File: src/rtl/menu_text_reader.sv
// menu_text_reader
// Read-side engine for the 2 KB OSD menu RAM. For each requested scanline it
// reads COLS character codes from the text map, reads the matching font row of
// each glyph, and streams 256 one-bit pixels (LSB of each glyph byte first) to
// the overlay mixer over a valid/ready handshake.
//
// Ports
//   clk, reset          : single clock, synchronous active-high reset
//   line_start, line    : one-cycle scanline request (dropped while busy)
//   busy, line_done     : line in progress / one-cycle completion pulse
//   ram_ce, ram_ad      : menu RAM read port request
//   ram_dout            : read data, valid the cycle after ram_ce
//   pix_valid/pix_ready : pixel handshake
//   pix, pix_x, pix_last: pixel value, column, last-column flag
//
// state  | meaning
// -------+------------------------------------------------------------
// IDLE   | waiting for line_start, latches line
// FETCH  | walking columns, running the char/glyph fetch pipeline
// DRAIN  | all fetches issued and returned, shifting out the remainder
// DONE   | line_done pulse; a new line_start is accepted here as well

module menu_text_reader #(
    parameter int          COLS      = 32,
    parameter int          ROWS      = 28,
    parameter logic [10:0] TEXT_BASE = 11'h000,
    parameter logic [10:0] FONT_BASE = 11'h400
) (
    input  logic        clk,
    input  logic        reset,
    input  logic        line_start,
    input  logic [7:0]  line,
    output logic        busy,
    output logic        line_done,
    output logic        ram_ce,
    output logic [10:0] ram_ad,
    input  logic [7:0]  ram_dout,
    output logic        pix_valid,
    input  logic        pix_ready,
    output logic        pix,
    output logic [7:0]  pix_x,
    output logic        pix_last
);

    localparam int CW = $clog2(COLS + 1);

    typedef enum logic [1:0] {S_IDLE, S_FETCH, S_DRAIN, S_DONE} state_t;

    state_t          state_q, state_d;
    logic [7:0]      line_q, line_d;
    logic            blank_q, blank_d;
    logic [CW-1:0]   col_q, col_d;
    logic            g_pend_q, g_pend_d;   // char read last cycle: glyph read now
    logic            d_pend_q, d_pend_d;   // glyph read last cycle: glyph on ram_dout now
    logic            inv_q, inv_d;
    logic [7:0]      sh_q, sh_d;
    logic [3:0]      sh_cnt_q, sh_cnt_d;   // pixels left in the shifter
    logic [7:0]      hold_q, hold_d;
    logic            hold_full_q, hold_full_d;
    logic [7:0]      pix_x_q, pix_x_d;

    logic            accept;
    logic            reload;
    logic            issue;
    logic            start;
    logic [7:0]      new_byte;

    always_comb begin
        busy      = (state_q == S_FETCH) || (state_q == S_DRAIN);
        line_done = (state_q == S_DONE);
        pix_valid = busy && (sh_cnt_q != 4'd0);
        pix       = sh_q[0];
        pix_x     = pix_x_q;
        pix_last  = pix_valid && (pix_x_q == 8'hFF);
        accept    = pix_valid && pix_ready;

        // The shifter takes a new byte when it is empty or its last pixel leaves now.
        reload    = busy && ((sh_cnt_q == 4'd0) || (accept && (sh_cnt_q == 4'd1)));

        // One fetch in flight at a time, and only if its result has somewhere to go.
        issue     = (state_q == S_FETCH) && (col_q < CW'(COLS)) && !g_pend_q && !d_pend_q
                    && (!hold_full_q || reload);

        // Blank lines run the same pipeline timing but never touch the RAM.
        new_byte  = blank_q ? 8'h00 : (ram_dout ^ {8{inv_q}});

        ram_ce = 1'b0;
        ram_ad = 11'h000;
        if (!blank_q) begin
            if (issue) begin
                ram_ce = 1'b1;
                ram_ad = TEXT_BASE + 11'({line_q[7:3], 5'd0}) + 11'(col_q);
            end else if (g_pend_q) begin
                ram_ce = 1'b1;
                ram_ad = FONT_BASE + 11'({ram_dout[6:0], line_q[2:0]});
            end
        end
    end

    always_comb begin
        state_d     = state_q;
        line_d      = line_q;
        blank_d     = blank_q;
        col_d       = col_q;
        g_pend_d    = issue;
        d_pend_d    = g_pend_q;
        inv_d       = inv_q;
        sh_d        = sh_q;
        sh_cnt_d    = sh_cnt_q;
        hold_d      = hold_q;
        hold_full_d = hold_full_q;
        pix_x_d     = pix_x_q;
        start       = 1'b0;

        if (issue) begin
            col_d = col_q + CW'(1);
        end
        if (g_pend_q) begin
            inv_d = ram_dout[7];
        end

        if (accept) begin
            sh_d     = sh_q >> 1;
            sh_cnt_d = sh_cnt_q - 4'd1;
            if (pix_x_q != 8'hFF) begin
                pix_x_d = pix_x_q + 8'd1;
            end
        end

        if (reload) begin
            if (hold_full_q) begin
                sh_d        = hold_q;
                sh_cnt_d    = 4'd8;
                hold_full_d = 1'b0;
            end else if (d_pend_q) begin
                sh_d     = new_byte;
                sh_cnt_d = 4'd8;
            end
        end

        // A returning glyph that did not go straight into the shifter is parked.
        if (d_pend_q && !(reload && !hold_full_q)) begin
            hold_d      = new_byte;
            hold_full_d = 1'b1;
        end

        case (state_q)
            S_IDLE: begin
                if (line_start) begin
                    start = 1'b1;
                end
            end
            S_FETCH: begin
                if (accept && pix_last) begin
                    state_d = S_DONE;
                end else if ((col_q == CW'(COLS)) && !g_pend_q && !d_pend_q) begin
                    state_d = S_DRAIN;
                end
            end
            S_DRAIN: begin
                if (accept && pix_last) begin
                    state_d = S_DONE;
                end
            end
            S_DONE: begin
                if (line_start) begin
                    start = 1'b1;
                end else begin
                    state_d = S_IDLE;
                end
            end
            default: state_d = S_IDLE;
        endcase

        if (start) begin
            state_d     = S_FETCH;
            line_d      = line;
            blank_d     = ({1'b0, line} >= 9'(8 * ROWS));
            col_d       = '0;
            g_pend_d    = 1'b0;
            d_pend_d    = 1'b0;
            inv_d       = 1'b0;
            sh_d        = 8'h00;
            sh_cnt_d    = 4'd0;
            hold_d      = 8'h00;
            hold_full_d = 1'b0;
            pix_x_d     = 8'h00;
        end
    end

    always_ff @(posedge clk) begin
        if (reset) begin
            state_q     <= S_IDLE;
            line_q      <= 8'h00;
            blank_q     <= 1'b0;
            col_q       <= '0;
            g_pend_q    <= 1'b0;
            d_pend_q    <= 1'b0;
            inv_q       <= 1'b0;
            sh_q        <= 8'h00;
            sh_cnt_q    <= 4'd0;
            hold_q      <= 8'h00;
            hold_full_q <= 1'b0;
            pix_x_q     <= 8'h00;
        end else begin
            state_q     <= state_d;
            line_q      <= line_d;
            blank_q     <= blank_d;
            col_q       <= col_d;
            g_pend_q    <= g_pend_d;
            d_pend_q    <= d_pend_d;
            inv_q       <= inv_d;
            sh_q        <= sh_d;
            sh_cnt_q    <= sh_cnt_d;
            hold_q      <= hold_d;
            hold_full_q <= hold_full_d;
            pix_x_q     <= pix_x_d;
        end
    end

endmodule

File: config.mk
export PLATFORM = sky130hd
export DESIGN_NAME = menu_text_reader
export DESIGN_NICKNAME = d
export VERILOG_FILES = /design/src/rtl/menu_text_reader.sv
export SDC_FILE = /design/constraint.sdc
export NUM_CORES = 1
export LEC_CHECK = 0
export ABC_AREA = 1
export BUFFER_PORTS_ARGS = -buffer_cell sky130_fd_sc_hd__buf_2
export CORE_MARGIN = 8
export CORE_UTILIZATION = 55
export DETAILED_ROUTE_END_ITERATION = 8
export PLACE_DENSITY = 0.86
export SETUP_SLACK_MARGIN = 0.2
export SYNTH_ARGS = -nofsm -noshare
export SYNTH_HDL_FRONTEND = slang
export SYNTH_SLANG_ARGS = --single-unit
File: constraint.sdc
create_clock -name clk -period 3.3 [get_ports clk]
set_clock_uncertainty 0.05 [all_clocks]
set_input_delay 0.165 -clock clk [delete_from_list [all_inputs] [get_ports clk]]
set_output_delay 0.165 -clock clk [all_outputs]
set_load 0.02 [all_outputs]
# [Word-level counts from Yosys, hierarchy flattened]
# Cells that the tools add are included.
[word_totals] ff_bits=49 output_inout_bits=25 wordCells=91
[op_classes] eq_ne=13 reduce_logical=32 bitwise_logic=1 muxes=25 order_cmp=2 n_addsub=5
[ops] cell="$mux W8" n=5
[ops] cell="$mux W11" n=3
[ops] cell="$mux W4" n=4
[ops] cell="$logic_and A1 B1 Y1" n=14
[ops] cell="$add A10 B6 Y11" n=1
[ops] cell="$add A11 B10 Y11 const A" n=1
[ops] cell="$add A8 B1 Y8 const B" n=1
[ops] cell="$eq A8 B8 Y1 const B" n=1
[ops] cell="$ge A8 B8 Y1 const B" n=1
[ops] cell="$mux W1" n=8
[ops] cell="$mux W2" n=4
[ops] cell="$ne A8 B8 Y1 const B" n=1
[ops] cell="$reduce_and A4 Y1" n=2
[ops] cell="$reduce_bool A4 Y1" n=2
[ops] cell="$xor A8 B8 Y8" n=1
[ops] cell="$add A6 B1 Y6 const B" n=1
[ops] cell="$eq A6 B6 Y1 const B" n=1
[ops] cell="$lt A6 B6 Y1 const B" n=1
[ops] cell="$ne A3 B2 Y1 const B" n=2
[ops] cell="$pmux W2 S3" n=1
[ops] cell="$eq A2 B2 Y1 const B" n=2
[ops] cell="$eq A4 B1 Y1 const B" n=1
[ops] cell="$logic_not A1 Y1" n=4
[ops] cell="$logic_not A4 Y1" n=1
[ops] cell="12 further kinds" n=15

# [Longest topological paths before layout]
# Gate-level depths: netlist (run 1).
[depth] ltp_word=11 mapped_depth=13

# [Worst setup path after synthesis (run 1)]
# No wires, ideal clock.
[synth_path] kind="reg2out" from="reg state_q[1]" to="out ram_ad[7]" slack_ns=1.077 t_required_ns=3.085 t_arrival_ns=2.008 stages_incl_launch_ff=13 path_buffers=2 cell_sequence="dfxtp_1 -> inv_1 -> ha_1 -> buf_6 -> nand4_1 -> nand2_2 -> nand2_2 -> nand2_4 -> nand2_4 -> buf_6 -> nand2_2 -> nand2_1 -> nor2_1"
[synth_via] elab_chain_cells=11 word_cells_on_any_way=15
[synth_rtl] item="from (decl)" line_no="49" source="state_t state_q, state_d;"
[synth_rtl] item="from (signal assigned)" line_no="206" source="state_q <= state_d;"
[synth_rtl] item="$eq A2 B1 Y1 or $eq A2 B2 Y1 (tied branches)" line_no="69" source="busy = (state_q == S_FETCH) || (state_q == S_DRAIN);"
[synth_rtl] item="$logic_or A1 B1 Y1 *" line_no="69"
[synth_rtl] item="via busy" line_no="33" source="output logic busy,"
[synth_rtl] item="$logic_and A1 B1 Y1" line_no="71" source="pix_valid = busy && (sh_cnt_q != 4'd0);"
[synth_rtl] item="$logic_and A1 B1 Y1" line_no="75" source="accept = pix_valid && pix_ready;"
[synth_rtl] item="$logic_and A1 B1 Y1" line_no="78" source="reload = busy && ((sh_cnt_q == 4'd0) || (accept && (sh_cnt_q == 4'd1)));"
[synth_rtl] item="$logic_or A1 B1 Y1" line_no="78"
[synth_rtl] item="$logic_and A1 B1 Y1 *" line_no="78"
[synth_rtl] item="$logic_or A1 B1 Y1 *" line_no="82" source="&& (!hold_full_q || reload);"
[synth_rtl] item="$logic_and A1 B1 Y1 *" line_no="82"
[synth_rtl] item="$mux W11 *" line_no="90" source="if (issue) begin"
[synth_rtl] item="$mux W11 *" line_no="89" source="if (!blank_q) begin"
[synth_rtl] item="to (decl)" line_no="36" source="output logic [10:0] ram_ad,"
# Mark *: on every way through the listed nets, which the timed path passes. The rest lies on a longest branch.

# [Worst setup path after layout (run 1)]
[layout_path] from="reg state_q[1]" to="out ram_ad[6]"
[layout_via] elab_chain_cells=11 word_cells_on_any_way=15
[layout_rtl] item="$eq A2 B1 Y1 or $eq A2 B2 Y1 (tied branches)" line_no="69, 81"
[layout_rtl] item="$logic_or A1 B1 Y1" line_no="69"
[layout_rtl] item="$logic_and A1 B1 Y1" line_no="71"
[layout_rtl] item="$logic_and A1 B1 Y1" line_no="75"
[layout_rtl] item="$logic_and A1 B1 Y1" line_no="78"
[layout_rtl] item="$logic_or A1 B1 Y1" line_no="78"
[layout_rtl] item="$logic_and A1 B1 Y1" line_no="78"
[layout_rtl] item="$logic_or A1 B1 Y1" line_no="82"
[layout_rtl] item="$logic_and A1 B1 Y1 *" line_no="82"
[layout_rtl] item="$mux W11 *" line_no="90"
[layout_rtl] item="$mux W11 *" line_no="89"
# Mark *: on every way between the ends. The rest lies on a longest branch, timed or not.

==> results of run 1 <==
==> kinds of logic after synthesis <==
family,after synthesis
buf+inv,66
flops,49
compound gates,82
fa+ha+maj,13
xor+xnor,9
simple gates,202
==> critical path, stage by stage, from the launching register on <==
cell and delay, ns:
dfxtp_1 0.45, inv_1 0.14, ha_1 0.53, nand4_1 0.16
nand2_2 0.12, nand2_2 0.08, nand2_4 0.18, nand2_4 0.16
nand2_1 0.10, nand2_1 0.05, nor2_1 0.11, buf_2 0.19
==> worst paths after layout <==
check,slack (ns),startpoint,cells after the start,end
hold reg to reg,0.41,hold_q[0]$_SDFFE_PP0P_,2,hold_q[0]$_SDFFE_PP0P_
hold / removal,0.06,line[3],3,line_q[3]$_SDFFE_PP0P_
setup / recovery,0.51,state_q[1]$_SDFFE_PP0P_,11,ram_ad[6]
setup reg to reg,0.73,state_q[1]$_SDFFE_PP0P_,8,pix_x[6]$_SDFFE_PP0P_
==> cell type report <==
cell class,count,area share [%]
Inverter,50,5.96
Multi-Input combinational cell,306,50.2
Sequential cell,49,31.2
Tap cell,70,2.78
Clock buffer,6,2.31
Clock inverter,2,0.318
Timing Repair Buffer,45,7.23
==> state kept, by name (all words and copies together) (netlist names), 2 cells and up <==
register  cells
col_q         6
hold_q        8
line_q        8
pix_x         8
sh_cnt_q      4
sh_q          8
state_q       2
==> per-layer routing <==
| metal | GRT usage (%) | vias up |
|---|---|---|
| met4 | 4.15 | 0 |
| met5 | 0 | - |
| met1 | 22.1 | 1219 |
| met2 | 29.2 | 61 |
| li1 | - | 1431 |
| met3 | 4.18 | 5 |
==> per-stage QoR <==
stage	cell area (um^2)	util (%)	total power, W
after floorplan	2880	-	0.00140
after global placement	3070	60.4	0.00155
after detailed placement	3070	60.4	0.00158
after CTS	3150	62.0	0.00193
after global routing	3150	62.0	0.00207
final	3150	62.0	0.00192
==> power by group <==
group | internal (W) | switching, W
logic | 0.000261 | 0.000597
registers | 0.000646 | 0.0000648
clock network | 0.000147 | 0.000202
total | 0.00105 | 0.000865
==> cells in the final DEF (no fill, tap or decap) <==
master	n
nand2_1	108
dfxtp_1	49
inv_1	45
a21oi_1	44
buf_2	44
nor2_1	38
nand3_1	31
o21ai_0	22
ha_1	13
o22ai_1	9
xor2_1	7
nand2_2	6
inv_2	5
nor3_1	5
clkbuf_8	5
nand4_1	3
nand2_4	3
nor2_4	3
a31oi_1	3
xnor2_1	2
nand3b_1	2
clkinv_2	2
nand3_4	1
o211ai_2	1
nand3_2	1
a211oi_1	1
o21ai_1	1
nor3b_1	1
o211ai_1	1
clkbuf_1	1
buf_4	1
==> summary.md, run 1 <==
| Metric | Value |
|---|---|
| RSZ-0062 raised after global routing | `no` |
| Routed WL per cell | `12.4 um` |
| Vias after detailed routing | `2716` |
| Max cap viols | `0` |
| Max Buffers Root-to-Sink | `2` |
| CTS Hold Bufs | `0` |
| Synth unique cells | `31` |
| Nets | `490` |
| Die X | `88.3 um` |
| Primary FF master, synth | `dfxtp_1` |
| Startpoint Class | `register` |
| DIE HEIGHT | `88.3 um` |
| Worst-margin pin slew | `0.747 ns` |
| Antenna diodes | `0` |
| CP arrival | `2.58 ns` |
| Min-Delay Path Class | `in2reg` |
| Worst-Skew Late Latency | `0.31 ns` |
| Pwr Density | `610 mW/mm^2` |
| DR top layer | `met4` |
| Fill count | `493` |
| Synth Area in Adders | `5.65%` |
| Ranking of synthesized cells by area | `dfxtp_1 34%, nand2_1 14%, a21oi_1 7.7%` |
| IR drop worst, VDD | `0.450 mV` |
| Final Setup Violations | `0` |
| Initial antenna violation count | `0` |
| Async SR Flop Fraction | `0%` |
| Fin. max-slew vios | `0` |
| Final Hold Viols | `0` |
| Crit share post-route | `84.6%` |
| Grt total ovfl | `0` |
| Post-Layout Cell Count | `528` |
| Core area | `0.00507 mm^2` |
| Count leader, synth | `nand2_1` |
| Post-cts sizing count | `0` |
| Synth cell count leaders | `108 x nand2_1, 49 x dfxtp_1, 45 x inv_1` |
| Crit end category | `output pin` |
| Area grow syn2layout | `9.44%` |
| Setup TNS | `0 ns` |
| Post-synth EDFFs | `0` |
| Global-route wire length before repair | `11.2 mm` |
| WL final | `6.52 mm` |
| Hold_ws | `0.0623 ns` |
| FP Rows | `26` |
| Via density | `5.14` |
| Synth warn | `0` |
| Critical path class | `reg2out` |
| Post-route met1 wirelength | `2.99 mm` |
| Fmax | `358 MHz` |
| Met3 WL post-DR | `364 um` |
| Critical path fanouts, max | `17` |
| Post-CTS Setup Inserts | `0` |
| Synth top area share | `34.1%` |
| Share of post-route cells with drive strength above 1 | `15.7%` |
| P_leak | `1.40 nW` |
| Detailed Route Iter0 Violations | `209` |
| Max_slew headroom | `50.1%` |
| Simple-gate share of the synthesized area | `31.4%` |
| Gp weighted congestion | `0.910` |
| IO Count | `45` |
| Most area-hungry cell type in the Yosys netlist | `dfxtp_1` |
| Total GRT Usage | `17.5%` |
| Die area | `0.00780 mm^2` |
| Register area share after synthesis | `34.1%` |
| Initial Util | `56.7%` |
| Residual DRC | `0` |
| H-Tree Depth | `2` |
| Status | `finished clean` |
| Setup Slack @ Placement | `0.760 ns` |
| FF+latch count, synth | `49` |
| Post-synthesis compound-gate area fraction | `15.2%` |
| CTS tree | `built` |
| Cell Area, Synth | `0.00288 mm^2` |
| Vias in the first global route | `2532` |
| Crit path time final | `2.79 ns` |
| Placed cells | `520` |
| Largest net degree at the start of global routing | `25` |
| HPWL after DPL | `4.89 mm` |
| Syn Inst Count | `421` |
| Synth Area in XOR/XNOR | `2.74%` |
| Drt pass-1 iters | `4` |
| Avg Cell Area, Syn | `6.83 um^2` |
| Met2 WL | `3.12 mm` |
| Clock Pin Slew Worst Setup and Hold Paths | `0.09 ns` |
| CTS Root Cell | `clkbuf_8` |
| Final worst-path setup slack | `0.509 ns` |
| Mux share of post-synthesis cell area | `0%` |
| Syn Nets | `454` |
| Routed Antenna Nets | `0` |
| Clk sinks | `49` |
| Critical Path RT | `3.08 ns` |
| IO buf count | `44` |
| CTS Buf Count | `5` |
| Register Area | `981 um^2` |
| Largest family of logic cells by synthesized area | `simple AND/OR/NAND/NOR gates` |
| Area of the multi-input gates | `0.00158 mm^2` |
Note: power is estimated with default switching activity, not from simulation.
==> run 2: changes to the inputs <==
==> constraint.sdc (replaced) <==
create_clock -name clk -period 2.64 [get_ports clk]
set_clock_uncertainty 0.05 [all_clocks]
set_input_delay 0.132 -clock clk [delete_from_list [all_inputs] [get_ports clk]]
set_output_delay 0.132 -clock clk [all_outputs]
set_load 0.02 [all_outputs]
==> summary.md, run 2 (synthesized netlist as in run 1, its figures left out) <==
| Metric | Value |
|---|---|
| Area grow syn2layout | `12.7%` |
| Die X | `88.3 um (unchanged)` |
| Min-Delay Path Class | `in2reg` |
| Setup TNS | `0 ns (unchanged)` |
| Max cap viols | `0 (unchanged)` |
| Top delay family on crit path | `simple AND/OR/NAND/NOR gates` |
| Commonest non-fill, non-tap cells in the layout | `108 x nand2_1, 47 x dfxtp_1, 45 x inv_1, 44 x a21oi_1, 44 x buf_2` |
| Worst-margin pin slew | `0.652 ns (-0.0956 ns)` |
| Pwr Density | `772 mW/mm^2 (+27%)` |
| CTS Buf Count | `5 (unchanged)` |
| Final Setup Violations | `0 (unchanged)` |
| Slowest CP cell | `dfxtp_2` |
| CTS Root Cell | `clkbuf_8` |
| Min-delay src | `line[4]` |
| R2R depth | `10 (+2)` |
| Share of post-route cells with drive strength above 1 | `17.5% (+1.7 points)` |
| Max Buffers Root-to-Sink | `2 (unchanged)` |
| Nets | `496 (+1.2%)` |
| RSZ-0062 raised after global routing | `no` |
| IO buf count | `44 (unchanged)` |
| Hold depth | `3 (unchanged)` |
| Clock Pin Slew Worst Setup and Hold Paths | `0.08 ns (about the same)` |
| Critical path cell sequence | `inv_1 > ha_4 > nand4_1 > nand2_2 > nand2_2 > nand2_8 > nand2_8 > nand2_1 > nand2_1 > nor2_1 > buf_2` |
| Core area | `0.00507 mm^2 (unchanged)` |
| HPWL after DPL | `5.03 mm (+2.8%)` |
| Final Hold Viols | `0 (unchanged)` |
| Fill count | `476 (-3.4%)` |
| Total buffers and inverters traversed by the critical path | `2 (unchanged)` |
| DIE HEIGHT | `88.3 um (unchanged)` |
| Grt total ovfl | `0 (unchanged)` |
| Drt pass-1 iters | `4 (unchanged)` |
| Total GRT Usage | `17.9% (+0.34 points)` |
| Startpoint Class | `register` |
| Critical register-to-register path startpoint | `state_q[0]$_SDFFE_PP0P_` |
| CP arrival | `2.10 ns (-0.48 ns)` |
| Crit path time final | `2.29 ns` |
| Residual DRC | `0 (unchanged)` |
| Crit end category | `output pin` |
| Routed Antenna Nets | `0 (unchanged)` |
| WL final | `6.61 mm (+1.3%)` |
| Max_slew headroom | `56.5% (+6.4 points)` |
| Routed WL per cell | `12.4 um (+0.17%)` |
| IR drop worst, VDD | `0.615 mV (+37%)` |
| Via density | `5.12 (-0.40%)` |
| FP Rows | `26 (unchanged)` |
| Placed cells | `524 (+0.77%)` |
| Post-Layout Cell Count | `534 (+1.1%)` |
| Largest net degree at the start of global routing | `20 (-20%)` |
| CTS Hold Bufs | `0 (unchanged)` |
| Final Util | `63.9% (+1.8 points)` |
| Crit Reg-Reg Endpoint | `sh_q[0]$_SDFF_PP0_` |
| Critical path fanouts, max | `17 (unchanged)` |
| P_leak | `1.44 nW (+2.6%)` |
| Status | `finished clean` |
| Die area | `0.00780 mm^2 (unchanged)` |
| Antenna diodes | `0 (unchanged)` |
| Worst-Skew Late Latency | `0.30 ns (about the same)` |
| Fin. max-slew vios | `0 (unchanged)` |
| Slowest stage delay, CP | `0.38 ns (-0.15 ns)` |
| Critical Path RT | `2.46 ns (-0.62 ns)` |
| Hold_ws | `0.0343 ns (-0.0280 ns)` |
| Crit share post-route | `86.6%` |
| Hold Crit Endpoint | `line_q[4]$_SDFFE_PP0P_` |
| IO Count | `45 (unchanged)` |
| CTS tree | `built` |
| Global-route wire length before repair | `11.3 mm (+1.4%)` |
| Vias in the first global route | `2697 (+6.5%)` |
| R2r setup slk | `0.71 ns (-0.02 ns)` |
| Vias after detailed routing | `2736 (+0.74%)` |
| Gp weighted congestion | `0.933 (+2.5%)` |
| Commonest non-fill, non-tap cell in the layout | `nand2_1` |
| Initial antenna violation count | `0 (unchanged)` |
| H-Tree Depth | `2 (unchanged)` |
| Clk sinks | `49 (unchanged)` |
| Fmax | `437 MHz` |
| Detailed Route Iter0 Violations | `133 (-36%)` |
| Critical path class | `reg2out` |
| Initial Util | `56.7% (unchanged)` |
==> run 2: stage by stage <==
stage	power (W)	area (um^2)	setup WS (ns)
5_1_grt	0.00269	3240	0.221
6_report	0.00250	3240	0.353
3_5_place_dp	0.00200	3110	0.309
2_1_floorplan	0.00176	2880	0.450
3_3_place_gp	0.00196	3110	0.434
4_1_cts	0.00245	3210	0.244
==> run 2: how the worst max path moves through the flow <==
stage                             from    endpoint  slack (ns)  cells past startpoint
6_report       state_q[0]$_SDFFE_PP0P_  ram_ad[10]        0.35                     11
5_1_grt        state_q[1]$_SDFFE_PP0P_   ram_ad[5]        0.22                     11
4_1_cts        state_q[1]$_SDFFE_PP0P_  ram_ad[10]        0.24                     11
3_5_place_dp   state_q[1]$_SDFFE_PP0P_  ram_ad[10]        0.31                     11
3_3_place_gp   state_q[1]$_SDFFE_PP0P_  ram_ad[10]        0.43                     11
2_1_floorplan  state_q[1]$_SDFFE_PP0P_   ram_ad[7]        0.45                     12
==> run 2: power breakdown <==
part / switching, W / internal, W / leakage [nW]
Sequential: 0.0000698 / 0.000812 / 0.398
Combinational: 0.000783 / 0.000414 / 0.997
Clock: 0.000238 / 0.000184 / 0.0450
==> run 2: tightest hold or removal path, cell delays in order <==
cell	delay, ns
buf_2	0.07
o21ai_0	0.07
nor2_1	0.08
==> run 2: final cells by class <==
cell class	instances	area (um^2)	area share, %
clock buffer	6	72.6	2.24
tap	70	87.6	2.70
clock inverter	2	10.0	0.309
timing repair buffer	51	285	8.80
inverter	50	188	5.79
multi-input combinational	306	1610	49.7
sequential	49	986	30.4
==> run 2: per-layer routing <==
layer  part of all wire (%)  GRT usage (%)  vias up
li1                       -              -     1442
met1                     46           21.3     1233
met2                     49           30.6       54
met3                    4.6           4.09        7
met4                    1.1           5.99        0
met5                      0              0        -
==> run 2: repair_timing <==
action	CTS	global route
pin swaps	0	1
cloned	0	0
endpoints found under the setup margin	12	8
buffers inserted	0	2
resized for setup	4	3
==> run 3: changes to the inputs <==
--- a/config.mk
+++ b/config.mk
@@ -5,7 +5,6 @@
 export SDC_FILE = /design/constraint.sdc
 export NUM_CORES = 1
 export LEC_CHECK = 0
-export ABC_AREA = 1
 export BUFFER_PORTS_ARGS = -buffer_cell sky130_fd_sc_hd__buf_2
 export CORE_MARGIN = 8
 export CORE_UTILIZATION = 55
==> summary.md, run 3 <==
| Metric | Value |
|---|---|
| Status | `finished clean` |
| Global-route wire length before repair | `10.9 mm (-3.8%)` |
| Syn Nets | `352 (-22%)` |
| Final Util | `67.8% (+4.0 points)` |
| CTS Root Cell | `clkbuf_8` |
| Routed Antenna Nets | `0 (unchanged)` |
| Syn Inst Count | `319 (-24%)` |
| RSZ-0062 raised after global routing | `no` |
| Cell Area, Synth | `0.00275 mm^2 (-4.6%)` |
| Crit path time final | `2.33 ns (+0.0398 ns)` |
| Ranking of synthesized cells by area | `dfxtp_1 36%, ha_1 5.9%, a21oi_1 5.8%` |
| Antenna diodes | `0 (unchanged)` |
| Gp weighted congestion | `0.810 (-13%)` |
| Vias in the first global route | `2401 (-11%)` |
| Max cap viols | `0 (unchanged)` |
| Setup TNS | `0 ns (unchanged)` |
| IO buf count | `44 (unchanged)` |
| Async SR Flop Fraction | `0% (unchanged)` |
| Total GRT Usage | `17.7% (-0.19 points)` |
| Most area-hungry cell type in the Yosys netlist | `dfxtp_1` |
| Placed cells | `422 (-19%)` |
| Min-Delay Path Class | `in2reg` |
| FF+latch count, synth | `49 (unchanged)` |
| Crit end category | `output pin` |
| Post-Layout Cell Count | `438 (-18%)` |
| WL final | `6.54 mm (-1.0%)` |
| IR drop worst, VDD | `0.306 mV (-50%)` |
| Register area share after synthesis | `35.7% (+1.6 points)` |
| Slowest CP cell | `or3b_4` |
| FP Rows | `25 (-3.8%)` |
| Residual DRC | `0 (unchanged)` |
| Synth warn | `0 (unchanged)` |
| Critical path class | `reg2out` |
| DIE HEIGHT | `86.7 um (-1.9%)` |
| CTS tree | `built` |
| Count leader, synth | `dfxtp_1` |
| Nets | `403 (-19%)` |
| Startpoint Class | `register` |
| Largest net degree at the start of global routing | `23 (+15%)` |
| Synth top area share | `35.7% (+1.6 points)` |
| Avg Cell Area, Syn | `8.61 um^2 (+26%)` |
| P_leak | `1.29 nW (-11%)` |
| Critical path cell sequence | `inv_1 > ha_4 > or3b_4 > o21ai_4 > buf_12 > a32oi_1 > nor2_1 > buf_4` |
| Share of post-route cells with drive strength above 1 | `23.7% (+6.3 points)` |
| Die X | `86.7 um (-1.9%)` |
| Pwr Density | `632 mW/mm^2 (-18%)` |
| Commonest non-fill, non-tap cell in the layout | `dfxtp_1` |
| Post-synth EDFFs | `0 (unchanged)` |
| Hold depth | `3 (unchanged)` |
| CTS Buf Count | `5 (unchanged)` |
| Area of the multi-input gates | `0.00165 mm^2 (+2.6%)` |
| Vias after detailed routing | `2533 (-7.4%)` |
| HPWL after DPL | `4.74 mm (-5.8%)` |
| Synth cell count leaders | `49 x dfxtp_1, 33 x nand2_1, 32 x a21oi_1` |
| Register Area | `988 um^2 (+0.25%)` |
| IO Count | `45 (unchanged)` |
| Core area | `0.00475 mm^2 (-6.3%)` |
| Slowest stage delay, CP | `0.41 ns (+0.03 ns)` |
| Critical path fanouts, max | `13 (-4)` |
| CP arrival | `2.14 ns (+0.04 ns)` |
| Worst-margin pin slew | `0.686 ns (+0.0348 ns)` |
| Drt pass-1 iters | `4 (unchanged)` |
| Clock Pin Slew Worst Setup and Hold Paths | `0.09 ns (about the same)` |
| Max_slew headroom | `54.2% (-2.3 points)` |
| Fmax | `430 MHz (-1.7%)` |
| Critical Path RT | `2.46 ns (about the same)` |
| Initial Util | `57.7% (+1.1 points)` |
| R2R depth | `7 (-3)` |
| Final Setup Violations | `0 (unchanged)` |
| Crit share post-route | `88.1% (+1.5 points)` |
| Worst-Skew Late Latency | `0.31 ns (about the same)` |
| Area grow syn2layout | `17.5%` |
| Clk sinks | `49 (unchanged)` |
| H-Tree Depth | `2 (unchanged)` |
| Commonest non-fill, non-tap cells in the layout | `47 x dfxtp_1, 42 x buf_2, 33 x nand2_1, 32 x a21oi_1, 27 x nor2_1` |
| Detailed Route Iter0 Violations | `129 (-3.0%)` |
| Primary FF master, synth | `dfxtp_1` |
| Via density | `5.78 (+13%)` |
| Fin. max-slew vios | `0 (unchanged)` |
| Grt total ovfl | `0 (unchanged)` |
| Routed WL per cell | `14.9 um (+21%)` |
| Final Hold Viols | `0 (unchanged)` |
| Die area | `0.00751 mm^2 (-3.7%)` |
| Synth unique cells | `57 (+84%)` |
| Initial antenna violation count | `0 (unchanged)` |
| Fill count | `396 (-17%)` |
| Max Buffers Root-to-Sink | `2 (unchanged)` |
run 3: what timing repair did:
| action | in CTS | in global routing |
|---|---|---|
| resized for setup | 4 | 5 |
| hold buffers | 1 | 0 |
| buffers inserted | 1 | 6 |
| pin swaps | 1 | 3 |
| setup endpoints to repair | 12 | 12 |
| endpoints found under the hold margin | 1 | 0 |
run 3: where the power goes:
part,total (W),switching [W],internal [W]
logic,0.000713,0.000415,0.000298
clock network,0.000460,0.000271,0.000189
registers,0.000864,0.0000709,0.000793
total,0.00204,0.000757,0.00128
run 3: per-layer routing:
metal  global-route usage, %  share of wire, %  routed length [um]  up-vias
met5                       0                 0                   0        -
met4                    5.01              0.87                  57        0
met3                    4.16               6.0                 394        6
met2                    28.6                45                2970       80
met1                    22.7                48                3120     1182
li1                        -                 -                   -     1265
run 3: kinds of logic (layout without fill, tap and decap cells):
| family | after synthesis | after routing | share of synthesized area, % |
|---|---|---|---|
| xor+xnor | 14 | 14 | 4.47 |
| simple gates | 116 | 116 | 22.8 |
| compound gates | 88 | 88 | 22.2 |
| buf+inv | 28 | 80 | 4.79 |
| fa+ha+maj | 13 | 13 | 5.93 |
| flops | 49 | 49 | 35.7 |
| mux | 11 | 11 | 4.06 |
run 3: cell type report:
| cell class | instances | share of cell area [%] |
|---|---|---|
| flip-flops and latches | 49 | 30.7 |
| inverters | 11 | 1.28 |
| well taps | 67 | 2.60 |
| clock inverters | 3 | 0.660 |
| clock buffers | 5 | 2.13 |
| repair buffers | 61 | 11.4 |
| multi-input cells | 242 | 51.3 |
run 3: final timing paths:
| kind | startpoint | to | slack (ns) |
|---|---|---|---|
| hold reg to reg | hold_q[4]$_SDFFE_PP0P_ | hold_q[4]$_SDFFE_PP0P_ | 0.41 |
| setup / recovery | state_q[1]$_SDFFE_PP0P_ | ram_ad[4] | 0.31 |
| setup reg to reg | state_q[1]$_SDFFE_PP0P_ | hold_q[2]$_SDFFE_PP0P_ | 0.42 |
| hold / removal | line[1] | line_q[1]$_SDFFE_PP0P_ | 0.008 |
run 3: per-stage QoR:
stage | power, W | hold WS (ns) | setup WS (ns) | cell area, um^2
5_1_grt | 0.00215 | 0.0207 | 0.203 | 3220
6_report | 0.00204 | 0.00811 | 0.313 | 3220
2_1_floorplan | 0.00133 | 0.218 | 0.214 | 2750
3_3_place_gp | 0.00149 | 0.324 | 0.364 | 3030
4_1_cts | 0.00197 | 0.000420 | 0.200 | 3160
3_5_place_dp | 0.00150 | 0.327 | 0.269 | 3030
run 3: critical path, delay by kind of cell (launching register included):
family | cells | cell delay, ns
flops | 1 | 0.38
fa+ha+maj | 1 | 0.27
compound gates | 2 | 0.25
simple gates | 2 | 0.55
buf+inv | 3 | 0.39
